## config.mk

```make
export PLATFORM = sky130hd
export DESIGN_NAME = dmem_ctrl
export DESIGN_NICKNAME = d
export VERILOG_FILES = /design/src/rtl/dmem_ctrl.sv
export SDC_FILE = /design/constraint.sdc
export NUM_CORES = 1
export LEC_CHECK = 0
export CORE_MARGIN = 3
export CORE_UTILIZATION = 31
export DETAILED_ROUTE_END_ITERATION = 12
export GPL_ROUTABILITY_DRIVEN = 0
export GPL_TIMING_DRIVEN = 0
export PLACE_DENSITY = 0.75
export SYNTH_ARGS = -nofsm -noshare
export SYNTH_HDL_FRONTEND = slang
export SYNTH_SLANG_ARGS = --single-unit
```

## constraint.sdc

```tcl
create_clock -name clk -period 1.7 [get_ports clk]
set_input_delay 0.255 -clock clk [delete_from_list [all_inputs] [get_ports clk]]
set_output_delay 0.255 -clock clk [all_outputs]
set_load 0.005 [all_outputs]
```

## src/rtl/dmem_ctrl.sv

```systemverilog
// Load/store front end for a 256x16 simple-dual-port data RAM: one request at a time,
// byte-to-word address translation and read latency handling. Byte accesses need DMEM_RMW_BYTE_EN.
module dmem_ctrl #(
  parameter int AW = 9,
  parameter int DW = 16
) (
  input  logic          clk,
  input  logic          rst,
  input  logic          req_valid,
  output logic          req_ready,
  input  logic          req_we,
  input  logic          req_byte,
  input  logic [AW-1:0] req_addr,
  input  logic [DW-1:0] req_wdata,
  output logic          rsp_valid,
  output logic [DW-1:0] rsp_rdata,
  output logic          rsp_err,
  output logic          mem_cea,
  output logic [AW-2:0] mem_ada,
  output logic [DW-1:0] mem_din,
  output logic          mem_ceb,
  output logic [AW-2:0] mem_adb,
  input  logic [DW-1:0] mem_dout
);

  localparam int WAW = AW - 1;

  // Handshake: a request transfers on a rising edge where req_valid and req_ready
  // are both high; rsp_valid is a single-cycle completion pulse with no back-pressure.
  typedef enum logic [2:0] {
    S_IDLE      = 3'd0,
    S_RD        = 3'd1,
    S_RD_DATA   = 3'd2,
    S_WR        = 3'd3,
    S_ERR       = 3'd4
`ifdef DMEM_RMW_BYTE_EN
    , S_RMW_RD    = 3'd5,
    S_RMW_MERGE = 3'd6
`endif
  } state_e;

  state_e         state_q, state_d;
  logic [WAW-1:0] word_addr_q, word_addr_d;
  logic [DW-1:0]  wdata_q, wdata_d;
`ifdef DMEM_RMW_BYTE_EN
  logic           byte_q, byte_d;
  logic           lsb_q, lsb_d;
  logic [DW-1:0]  merged_q, merged_d;
`endif

  logic idle_rdy;
  assign idle_rdy = (state_q == S_IDLE);

  always_comb begin
    state_d     = state_q;
    word_addr_d = word_addr_q;
    wdata_d     = wdata_q;
`ifdef DMEM_RMW_BYTE_EN
    byte_d      = byte_q;
    lsb_d       = lsb_q;
    merged_d    = merged_q;
`endif
    case (state_q)
      S_IDLE: begin
        if (req_valid && idle_rdy) begin
          word_addr_d = req_addr[AW-1:1];
          wdata_d     = req_wdata;
`ifdef DMEM_RMW_BYTE_EN
          byte_d      = req_byte;
          lsb_d       = req_addr[0];
          if (!req_byte && req_addr[0]) state_d = S_ERR;
          else if (!req_we)             state_d = S_RD;
          else if (req_byte)            state_d = S_RMW_RD;
          else                          state_d = S_WR;
`else
          // Without read-modify-write support every byte access is rejected.
          if (req_byte || req_addr[0]) state_d = S_ERR;
          else if (!req_we)            state_d = S_RD;
          else                         state_d = S_WR;
`endif
        end
      end
      S_RD:      state_d = S_RD_DATA;
      S_RD_DATA: state_d = S_IDLE;
`ifdef DMEM_RMW_BYTE_EN
      S_RMW_RD:  state_d = S_RMW_MERGE;
      S_RMW_MERGE: begin
        merged_d = lsb_q ? {wdata_q[7:0], mem_dout[7:0]}
                         : {mem_dout[DW-1:8], wdata_q[7:0]};
        state_d  = S_WR;
      end
`endif
      S_WR:      state_d = S_IDLE;
      S_ERR:     state_d = S_IDLE;
      default:   state_d = S_IDLE;
    endcase
  end

  always_ff @(posedge clk or posedge rst) begin
    if (rst) begin
      state_q     <= S_IDLE;
      word_addr_q <= '0;
      wdata_q     <= '0;
`ifdef DMEM_RMW_BYTE_EN
      byte_q      <= 1'b0;
      lsb_q       <= 1'b0;
      merged_q    <= '0;
`endif
    end else begin
      state_q     <= state_d;
      word_addr_q <= word_addr_d;
      wdata_q     <= wdata_d;
`ifdef DMEM_RMW_BYTE_EN
      byte_q      <= byte_d;
      lsb_q       <= lsb_d;
      merged_q    <= merged_d;
`endif
    end
  end

  // Outputs depend only on state and captured registers (plus RAM read data),
  // so reset clears them at once and no req_* input reaches the RAM ports.
  always_comb begin
    req_ready = idle_rdy && !rst;
    rsp_valid = 1'b0;
    rsp_rdata = '0;
    rsp_err   = 1'b0;
    mem_cea   = 1'b0;
    mem_ada   = '0;
    mem_din   = '0;
    mem_ceb   = 1'b0;
    mem_adb   = '0;
    case (state_q)
      S_RD: begin
        mem_ceb = 1'b1;
        mem_adb = word_addr_q;
      end
      S_RD_DATA: begin
        rsp_valid = 1'b1;
        rsp_rdata = mem_dout;
`ifdef DMEM_RMW_BYTE_EN
        if (byte_q)
          rsp_rdata = {{(DW-8){1'b0}}, (lsb_q ? mem_dout[DW-1:8] : mem_dout[7:0])};
`endif
      end
`ifdef DMEM_RMW_BYTE_EN
      S_RMW_RD: begin
        mem_ceb = 1'b1;
        mem_adb = word_addr_q;
      end
`endif
      S_WR: begin
        mem_cea   = 1'b1;
        mem_ada   = word_addr_q;
        mem_din   = wdata_q;
`ifdef DMEM_RMW_BYTE_EN
        if (byte_q) mem_din = merged_q;
`endif
        rsp_valid = 1'b1;
      end
      S_ERR: begin
        rsp_valid = 1'b1;
        rsp_err   = 1'b1;
      end
      default: ;
    endcase
  end

endmodule

```

==> results of run 1 <==
-- cell usage after synthesis (all sizes together) --
| cell type | instances |
|---|---|
| inv | 2 |
| o21a | 2 |
| and2 | 48 |
| mux2 | 24 |
| nor3b | 4 |
| buf | 4 |
| nor2 | 1 |
| clkbuf | 3 |
| and3b | 1 |
| dfrtp | 27 |
| nor4bb | 1 |
| a21o | 1 |
| nor4b | 1 |
| nor4 | 1 |
-- worst max-delay path, delay by kind of cell (launching register included) --
kind / cells / cell delay (ns)
buf+inv: 5 / 0.56
flops: 1 / 0.46
simple gates: 2 / 0.42
-- through the flow --
step | instance area (um2) | worst slack (ns) | hold slack, ns | cells | utilization [%]
2_1_floorplan | 1410 | 0.0939 | 0.308 | 120 | -
3_3_place_gp | 2450 | -0.588 | 0.460 | 268 | 58.4
3_5_place_dp | 2450 | -0.640 | 0.467 | 268 | 58.4
4_1_cts | 2900 | -0.239 | 0.488 | 305 | 69.0
5_1_grt | 3220 | -0.323 | 0.536 | 314 | 76.6
6_report | 3220 | -0.259 | 0.516 | 314 | 76.6
-- layer usage --
layer | part of all wire (%) | global-route usage (%) | up-vias
met5 | 0 | 0 | -
met4 | 0.51 | 2.41 | 0
met3 | 4.9 | 3.56 | 2
met2 | 54 | 33.7 | 42
met1 | 40 | 23.4 | 716
li1 | - | - | 687
-- power groups by stage --
stage | logic [mW] | registers, mW | clock network [mW]
after global placement | 0.410 | 0.842 | 0
final | 0.659 | 0.852 | 0.358
after floorplan | 0.222 | 0.824 | 0
after detailed placement | 0.420 | 0.844 | 0
after global routing | 0.705 | 0.869 | 0.404
after CTS | 0.486 | 0.839 | 0.369
-- what timing repair did --
item | in CTS | in global routing
gates resized for setup | 285 | 74
cloned | 4 | 2
endpoints found under the hold margin | 0 | 0
pin swaps | 39 | 6
endpoints found under the setup margin | 72 | 76
buffers inserted | 29 | 9
-- logic make-up after synthesis --
family,count (synthesis)
flip-flops,27
buffers and inverters,9
AND/OR/NAND/NOR,57
AO/OA/AOI/OAI,3
multiplexers,24
-- state kept, by name, summed over array words and instances, names as in the netlist --
signal       cells
wdata_q         16
state_q          3
word_addr_q      8
-- cell type report --
| type | instances | share of cell area [%] |
|---|---|---|
| tap | 50 | 1.94 |
| inverter | 2 | 0.233 |
| multi-input combinational | 85 | 28.2 |
| timing repair buffer | 139 | 44.2 |
| buffer | 7 | 2.99 |
| sequential | 27 | 21.0 |
| clock buffer | 4 | 1.40 |
-- path summary, 6_finish.rpt --
check                             from            to  slack [ns]
max in group asynchronous          rst    state_q[0]        0.39
min in group asynchronous          rst    state_q[1]        0.62
min                        wdata_q[15]   wdata_q[15]        0.52
max                         state_q[0]  rsp_rdata[7]       -0.26
min reg2reg                wdata_q[15]   wdata_q[15]        0.52
max reg2reg                 state_q[1]    wdata_q[5]       -0.03
==> flow_summary.yaml, run 1 <==
outcome:
  status: "complete, but fails checks"
  violations: "setup timing"
logic_synthesis:
  synthXorXnorAreaFrac_pct: 0
  synth_compound_area_share_pct: 1.60
  ys_seq_area_share_pct: 48.0
  synth_top_area_share_pct: 48.0
  synth_top_family_by_area: "simple AND/OR/NAND/NOR gates"
  syn_nets: 166
  ys_seq_elements: 27
  syn_area_um2: 1410
  synth_top_area_cell: "dfrtp_1"
  synth_cells: 120
  yosys_warnings: 0
  synthAdderAreaFrac_pct: 0
  ys_types: 16
  synth_area_leaders: "dfrtp_1 (48%), and2_1 (21%), mux2_2 (17%)"
  synth-simple-area-share_pct: 27.2
  syn-mean-instance-area_um2: 11.7
  synthMuxAreaShare_pct: 19.2
pwr:
  power.switching_mw: 0.467
  combPwrFrac_pct: 35.3
  swShare_pct: 25.0
  p_per_area_nw_per_um2: 581
  p_leak_nw: 1.58
  internal-power_mw: 1.40
  power_mw: 1.87
  clkPwrFrac_pct: 19.1
  p_seq_share_pct: 45.6
  vdd_drop_max_v: 0.000586
floorplanning:
  rows: 23
  die_h_um: 73.4
  start_util_pct: 33.5
  chipWidth_um: 73.4
  core_area_um2: 4200
  die-area_um2: 5390
  ios: 99
clocking:
  cts_max_level: 1
  cts_made_buffers: 3
  clk_latency_ns: 0.27
  clkTransAtPathRegs_ns: 0.09
  holdBufCountCts: 0
  clock-sinks: 27
  ctsLongestPathBuffers: 2
  tritoncts: "built"
  cts_root_buf: "clkbuf_8"
critical_path:
  arrival_ns: 1.70
  cp-start-kind: "register"
  crit_path_end_kind: "output port"
  path_cells: "buf_6 -> nor3b_4 -> buf_6 -> buf_6 -> buf_6 -> and2_4 -> buf_6"
  path_common_cell: "buf_6"
  reg2regPathDepth: 7
  slowest_delay_ns: 0.46
  cp.required_ns: 1.44
  cp_slowest_cell: "dfrtp_2"
  critPathKind: "register to output port"
  path_max_fanout: 5
route:
  drt_iter0_markers: 42
  remaining_drc_errors: 0
  drtPass1Iterations: 4
  avgRoutedWirePerCell_um: 16.7
  drtAntennaViolNets: 0
  finalWirelength_um: 5250
  num_vias: 1447
  avgViaCountPerCell: 4.61
run:
  drv_cap: 0
grt:
  grt_pass1_vias: 1506
  grt-ovfl-total: 0
  antenna_found_initial: 0
  grt_pass1_wl_um: 7670
  grt_max_degree: 28
  track_usage_pct: 18.6
cells_and_area:
  antenna_cells: 0
  drive_gt1_share_pct: 63.3
  regArea_um2: 677
  layout_commonest_cell: "buf_6"
  syn_to_final_growth_pct: 128
  nets: 311
  filler_cell_count: 287
  multi_input_area_um2: 907
  final_cell_mix: "buf_6 (63), clkdlybuf4s50_1 (45), and2_4 (33), dfrtp_1 (26), mux2_4 (24)"
sta:
  rsz0062_at_grt: "true"
  finalCritPeriodShare_pct: 115
  setup_ws_ns: -0.259
  setup-violations-final: 64
  timing.final.crit_period_ns: 1.96
  worstMarginPinSlew_ns: 1.04
  maxSlewHeadroom_pct: 30.7
  finalSetupTns_ns: -7.47
  finalMaxSlewViolations: 0
  skew_ns: 0.00547
  fmaxAchievable_mhz: 511
  hold_viol_final: 0
place:
  io_buffers: 98
  hpwl_um: 3030
hold_path:
  min_path_cells: 1
  min_path_type: "register to register"
(Power assumes the default switching activity.)
==> run 2, diff against run 1 <==
- CORE_UTILIZATION: 31 -> 37
- PLACE_DENSITY: 0.75 -> 0.84
- SKIP_LAST_GASP: not set -> 1
- clock period: 1.7 -> 2.3 ns (I/O delays scaled with it)
==> flow_summary.yaml, run 2 (synthesis results as in run 1) <==
place:
  io_buffers: 98
  place_ws_ns: -0.120
  hpwl_um: 3340
  dp_cells: 264
floorplanning:
  rows: 21
  start_util_pct: 40.3
  die_h_um: 67.7
  chipWidth_um: 67.7
  ios: 99
  die-area_um2: 4580
  core_area_um2: 3490
route:
  avgViaCountPerCell: 4.57
  num_vias: 1252
  remaining_drc_errors: 0
  finalWirelength_um: 4250
  drtPass1Iterations: 4
  avgRoutedWirePerCell_um: 15.5
  drt_iter0_markers: 41
  drtAntennaViolNets: 0
cells_and_area:
  top_register: "wdata_q"
  antenna_cells: 0
  reg_top3: "wdata_q x16, word_addr_q x8, state_q x3"
  largest_reg_flops: 16
  syn_to_final_growth_pct: 85.3
  drive_gt1_share_pct: 19.3
  final_cells: 274
  nets: 275
  final_cell_mix: "clkdlybuf4s50_1 (90), and2_1 (48), dfrtp_1 (26), mux2_2 (21), buf_6 (7)"
  layout_commonest_cell: "clkdlybuf4s50_1"
grt:
  grt_pass1_vias: 1303
  met2_usage_pct: 35.8
  grt-ovfl-total: 0
  met3_usage_pct: 2.83
  grt_pass1_wl_um: 6390
  grt_max_degree: 28
  grtUsageMet1_pct: 21.5
  track_usage_pct: 18.6
  antenna_found_initial: 0
  grt.busiest_layer: "met2"
clocking:
  clk_latency_ns: 0.27
  cts_made_buffers: 3
  clock-sinks: 27
  cts_max_level: 1
  tritoncts: "built"
  clkTransAtPathRegs_ns: 0.10
  ctsLongestPathBuffers: 2
  cts_root_buf: "clkbuf_8"
critical_path:
  reg2reg_to: "wdata_q[6]"
  r2r-start: "state_q[0]"
  crit_path_end_kind: "output port"
  path_max_fanout: 8
  r2r_slack_ns: 0.49
  cp-start-kind: "register"
  critPathKind: "register to output port"
  crit_start: "state_q[2]"
  arrival_ns: 1.91
  reg2regPathDepth: 3
  cp.required_ns: 1.96
  crit_path_end: "rsp_rdata[15]"
pwr:
  p_leak_nw: 1.14
  p_per_area_nw_per_um2: 469
  vdd_drop_max_v: 0.000298
  power_mw: 1.23
sta:
  timing.final.crit_period_ns: 2.26
  worstMarginPinSlew_ns: 1.04
  hold_viol_final: 0
  worst_hold_slack_ns: 0.504
  skew_ns: 0.00323
  fmaxAchievable_mhz: 443
  setup_ws_ns: 0.0440
  maxSlewHeadroom_pct: 30.6
  finalMaxSlewViolations: 0
  rsz0062_at_grt: "true"
  finalCritPeriodShare_pct: 98.1
  setup-violations-final: 0
hold_path:
  min_path_type: "register to register"
run:
  drv_cap: 0
outcome:
  status: "completed"
run 2: cell count changes in the layout (fill, tap and decap cells not counted), moves of 21 or more:
| cell | delta |
|---|---|
| and2_4 | -33 |
| and2_1 | +33 |
| mux2_2 | +21 |
| mux2_4 | -24 |
| buf_6 | -56 |
| clkdlybuf4s50_1 | +45 |
run 2: timing repair:
action	CTS	global route
hold buffers	0	0
pin swaps	0	1
buffers inserted	3	2
resized for setup	18	14
endpoints found under the setup margin	45	26
endpoints found under the hold margin	0	0
cloned	1	0
run 2: final cells by class:
| type | instances | area, um2 |
|---|---|---|
| clock inverter | 1 | 7.51 |
| buffer | 7 | 77.6 |
| inverter | 2 | 7.51 |
| tap | 46 | 57.6 |
| timing repair buffer | 104 | 1040 |
| fill | 241 | 883 |
| multi-input combinational | 84 | 699 |
| sequential | 27 | 677 |
| clock buffer | 3 | 41.3 |
run 2: per-stage QoR:
| stage | utilization (%) | setup TNS [ns] | cell area, um2 |
|---|---|---|---|
| after floorplan | - | 0 | 1410 |
| after global placement | 70.0 | -0.708 | 2450 |
| after detailed placement | 70.0 | -0.969 | 2450 |
| after CTS | 73.7 | 0 | 2570 |
| after global routing | 74.7 | -0.258 | 2610 |
| final | 74.7 | 0 | 2610 |
run 2: report_power, final:
group / switching [mW] / leakage [nW] / internal, mW
Sequential: 0.0498 / 0.319 / 0.570
Combinational: 0.103 / 0.801 / 0.224
Clock: 0.157 / 0.0217 / 0.123
run 2: critical path, stage by stage, from the launching register on:
cell	delay [ns]
dfrtp_1	0.38
buf_6	0.14
nor3b_4	0.34
buf_6	0.15
and2_1	0.11
clkdlybuf4s50_1	0.51
run 2: worst min-delay path by stage:
stage                           from          to  slack [ns]  depth (start not counted)
after floorplan                  rst  state_q[0]        0.40                          1
after global placement    wdata_q[2]  wdata_q[2]        0.46                          1
after detailed placement  wdata_q[1]  wdata_q[1]        0.49                          1
after CTS                 wdata_q[1]  wdata_q[1]        0.51                          1
after global routing      wdata_q[2]  wdata_q[2]        0.53                          1
final                     wdata_q[2]  wdata_q[2]        0.50                          1
run 2: metal layers:
layer	share of wire (%)	routed length, um
met1	38	1630
met2	58	2470
met3	3.5	147
met4	0.14	6
met5	0	0
==> run 3, diff against run 2 <==
- CORE_UTILIZATION: 37 -> 35
- PLACE_DENSITY: 0.84 -> 0.81
- clock period: 2.3 -> 2.4 ns (I/O delays scaled with it)
==> flow_summary.yaml, run 3 (synthesis results as in run 1) <==
outcome:
  status: "completed"
clocking:
  cts_max_level: 1
  tritoncts: "built"
  cts_made_buffers: 3
  clk_latency_ns: 0.27
  clkTransAtPathRegs_ns: 0.09
  cts_root_buf: "clkbuf_8"
  ctsLongestPathBuffers: 2
  clock-sinks: 27
critical_path:
  arrival_ns: 1.98
  crit_path_end_kind: "output port"
  critPathKind: "register to output port"
  path_max_fanout: 10
  cp-start-kind: "register"
  cp.required_ns: 2.04
sta:
  finalSetupTns_ns: 0
  setup-violations-final: 0
  rsz0062_at_grt: "true"
  fmaxAchievable_mhz: 427
  finalMaxSlewViolations: 0
  maxSlewHeadroom_pct: 33.8
  finalCritPeriodShare_pct: 97.6
  setup_ws_ns: 0.0576
  timing.final.crit_period_ns: 2.34
  skew_ns: 0.00234
  worst_hold_slack_ns: 0.481
  worstMarginPinSlew_ns: 0.991
  hold_viol_final: 0
place:
  place_ws_ns: -0.00929
  dp_cells: 266
  io_buffers: 98
  hpwl_um: 3150
cells_and_area:
  nets: 273
  reg_top3: "wdata_q x16, word_addr_q x8, state_q x3"
  syn_to_final_growth_pct: 82.7
  antenna_cells: 0
  regArea_um2: 676
  top_register: "wdata_q"
  layout_commonest_cell: "clkdlybuf4s50_1"
  filler_cell_count: 320
  multi_input_area_um2: 699
  final_cells: 274
  drive_gt1_share_pct: 17.3
  final_cell_mix: "clkdlybuf4s50_1 (98), and2_1 (48), dfrtp_1 (27), mux2_2 (21), buf_6 (6)"
  largest_reg_flops: 16
hold_path:
  min_path_type: "register to register"
route:
  avgRoutedWirePerCell_um: 14.8
  remaining_drc_errors: 0
  finalWirelength_um: 4050
  drt_iter0_markers: 22
  drtPass1Iterations: 2
  met1Wirelength_um: 1560
  num_vias: 1259
  avgViaCountPerCell: 4.59
  wl_met3_um: 194
  dr_wl_met2_um: 2260
  drtAntennaViolNets: 0
  highest_layer: "met4"
run:
  drv_cap: 0
pwr:
  power_mw: 1.15
  power.switching_mw: 0.272
  internal-power_mw: 0.874
  vdd_drop_max_v: 0.000296
  p_seq_share_pct: 51.6
  combPwrFrac_pct: 26.4
  p_leak_nw: 1.05
  clkPwrFrac_pct: 22.0
  swShare_pct: 23.8
  p_per_area_nw_per_um2: 445
floorplanning:
  rows: 22
  die_h_um: 69.4
  chipWidth_um: 69.4
  start_util_pct: 37.4
  ios: 99
  core_area_um2: 3770
  die-area_um2: 4820
grt:
  grt_pass1_vias: 1306
  antenna_found_initial: 0
  grt_pass1_wl_um: 6360
  grt_max_degree: 28
  track_usage_pct: 16.3
  grt-ovfl-total: 0
[run 3: power groups by stage]
stage               Combinational (mW)  Sequential [mW]  Clock (mW)
finish                           0.303            0.591       0.252
global route                     0.328            0.604       0.279
CTS                              0.300            0.591       0.259
detailed placement               0.298            0.600           0
global placement                 0.290            0.594           0
floorplan                        0.157            0.584           0
[run 3: cell type report]
class | instances | area share (%)
Sequential cell | 27 | 26.3
Buffer | 7 | 2.77
Tap cell | 48 | 2.33
Clock buffer | 4 | 1.75
Inverter | 2 | 0.292
Multi-Input combinational cell | 84 | 27.2
Timing Repair Buffer | 102 | 39.4
[run 3: worst paths after layout]
check	slack, ns	end	cells after the start	startpoint
max	0.06	mem_din[7]	4	state_q[0]
min in group asynchronous	0.67	state_q[0]	2	rst
min	0.48	wdata_q[2]	1	wdata_q[2]
min reg2reg	0.48	wdata_q[2]	1	wdata_q[2]
max reg2reg	0.54	wdata_q[4]	3	state_q[0]
max in group asynchronous	1.12	word_addr_q[0]	2	rst
[run 3: per-stage QoR]
stage | area (um2) | util (%)
2_1_floorplan | 1410 | -
5_1_grt | 2570 | 68.2
3_5_place_dp | 2450 | 65.0
3_3_place_gp | 2450 | 65.0
4_1_cts | 2510 | 66.6
6_report | 2570 | 68.2
[run 3: worst max-delay path: stages (launching register included)]
cell             delay [ns]
dfrtp_1                0.55
and3b_2                0.37
buf_6                  0.16
and2_1                 0.13
clkdlybuf4s50_1        0.50
[run 3: metal layers]
layer / vias up / GRT usage [%]
met1: 620 / 17.9
met4: 0 / 3.25
met5: - / 0
met3: 2 / 4.64
li1: 603 / -
met2: 34 / 30.7
[run 3: repair_timing]
item / CTS / global route
setup endpoints to repair: 40 / 37
pin swaps: 0 / 1
hold buffers: 0 / 0
gates resized for setup: 7 / 15
setup buffers: 0 / 3
cloned: 0 / 1
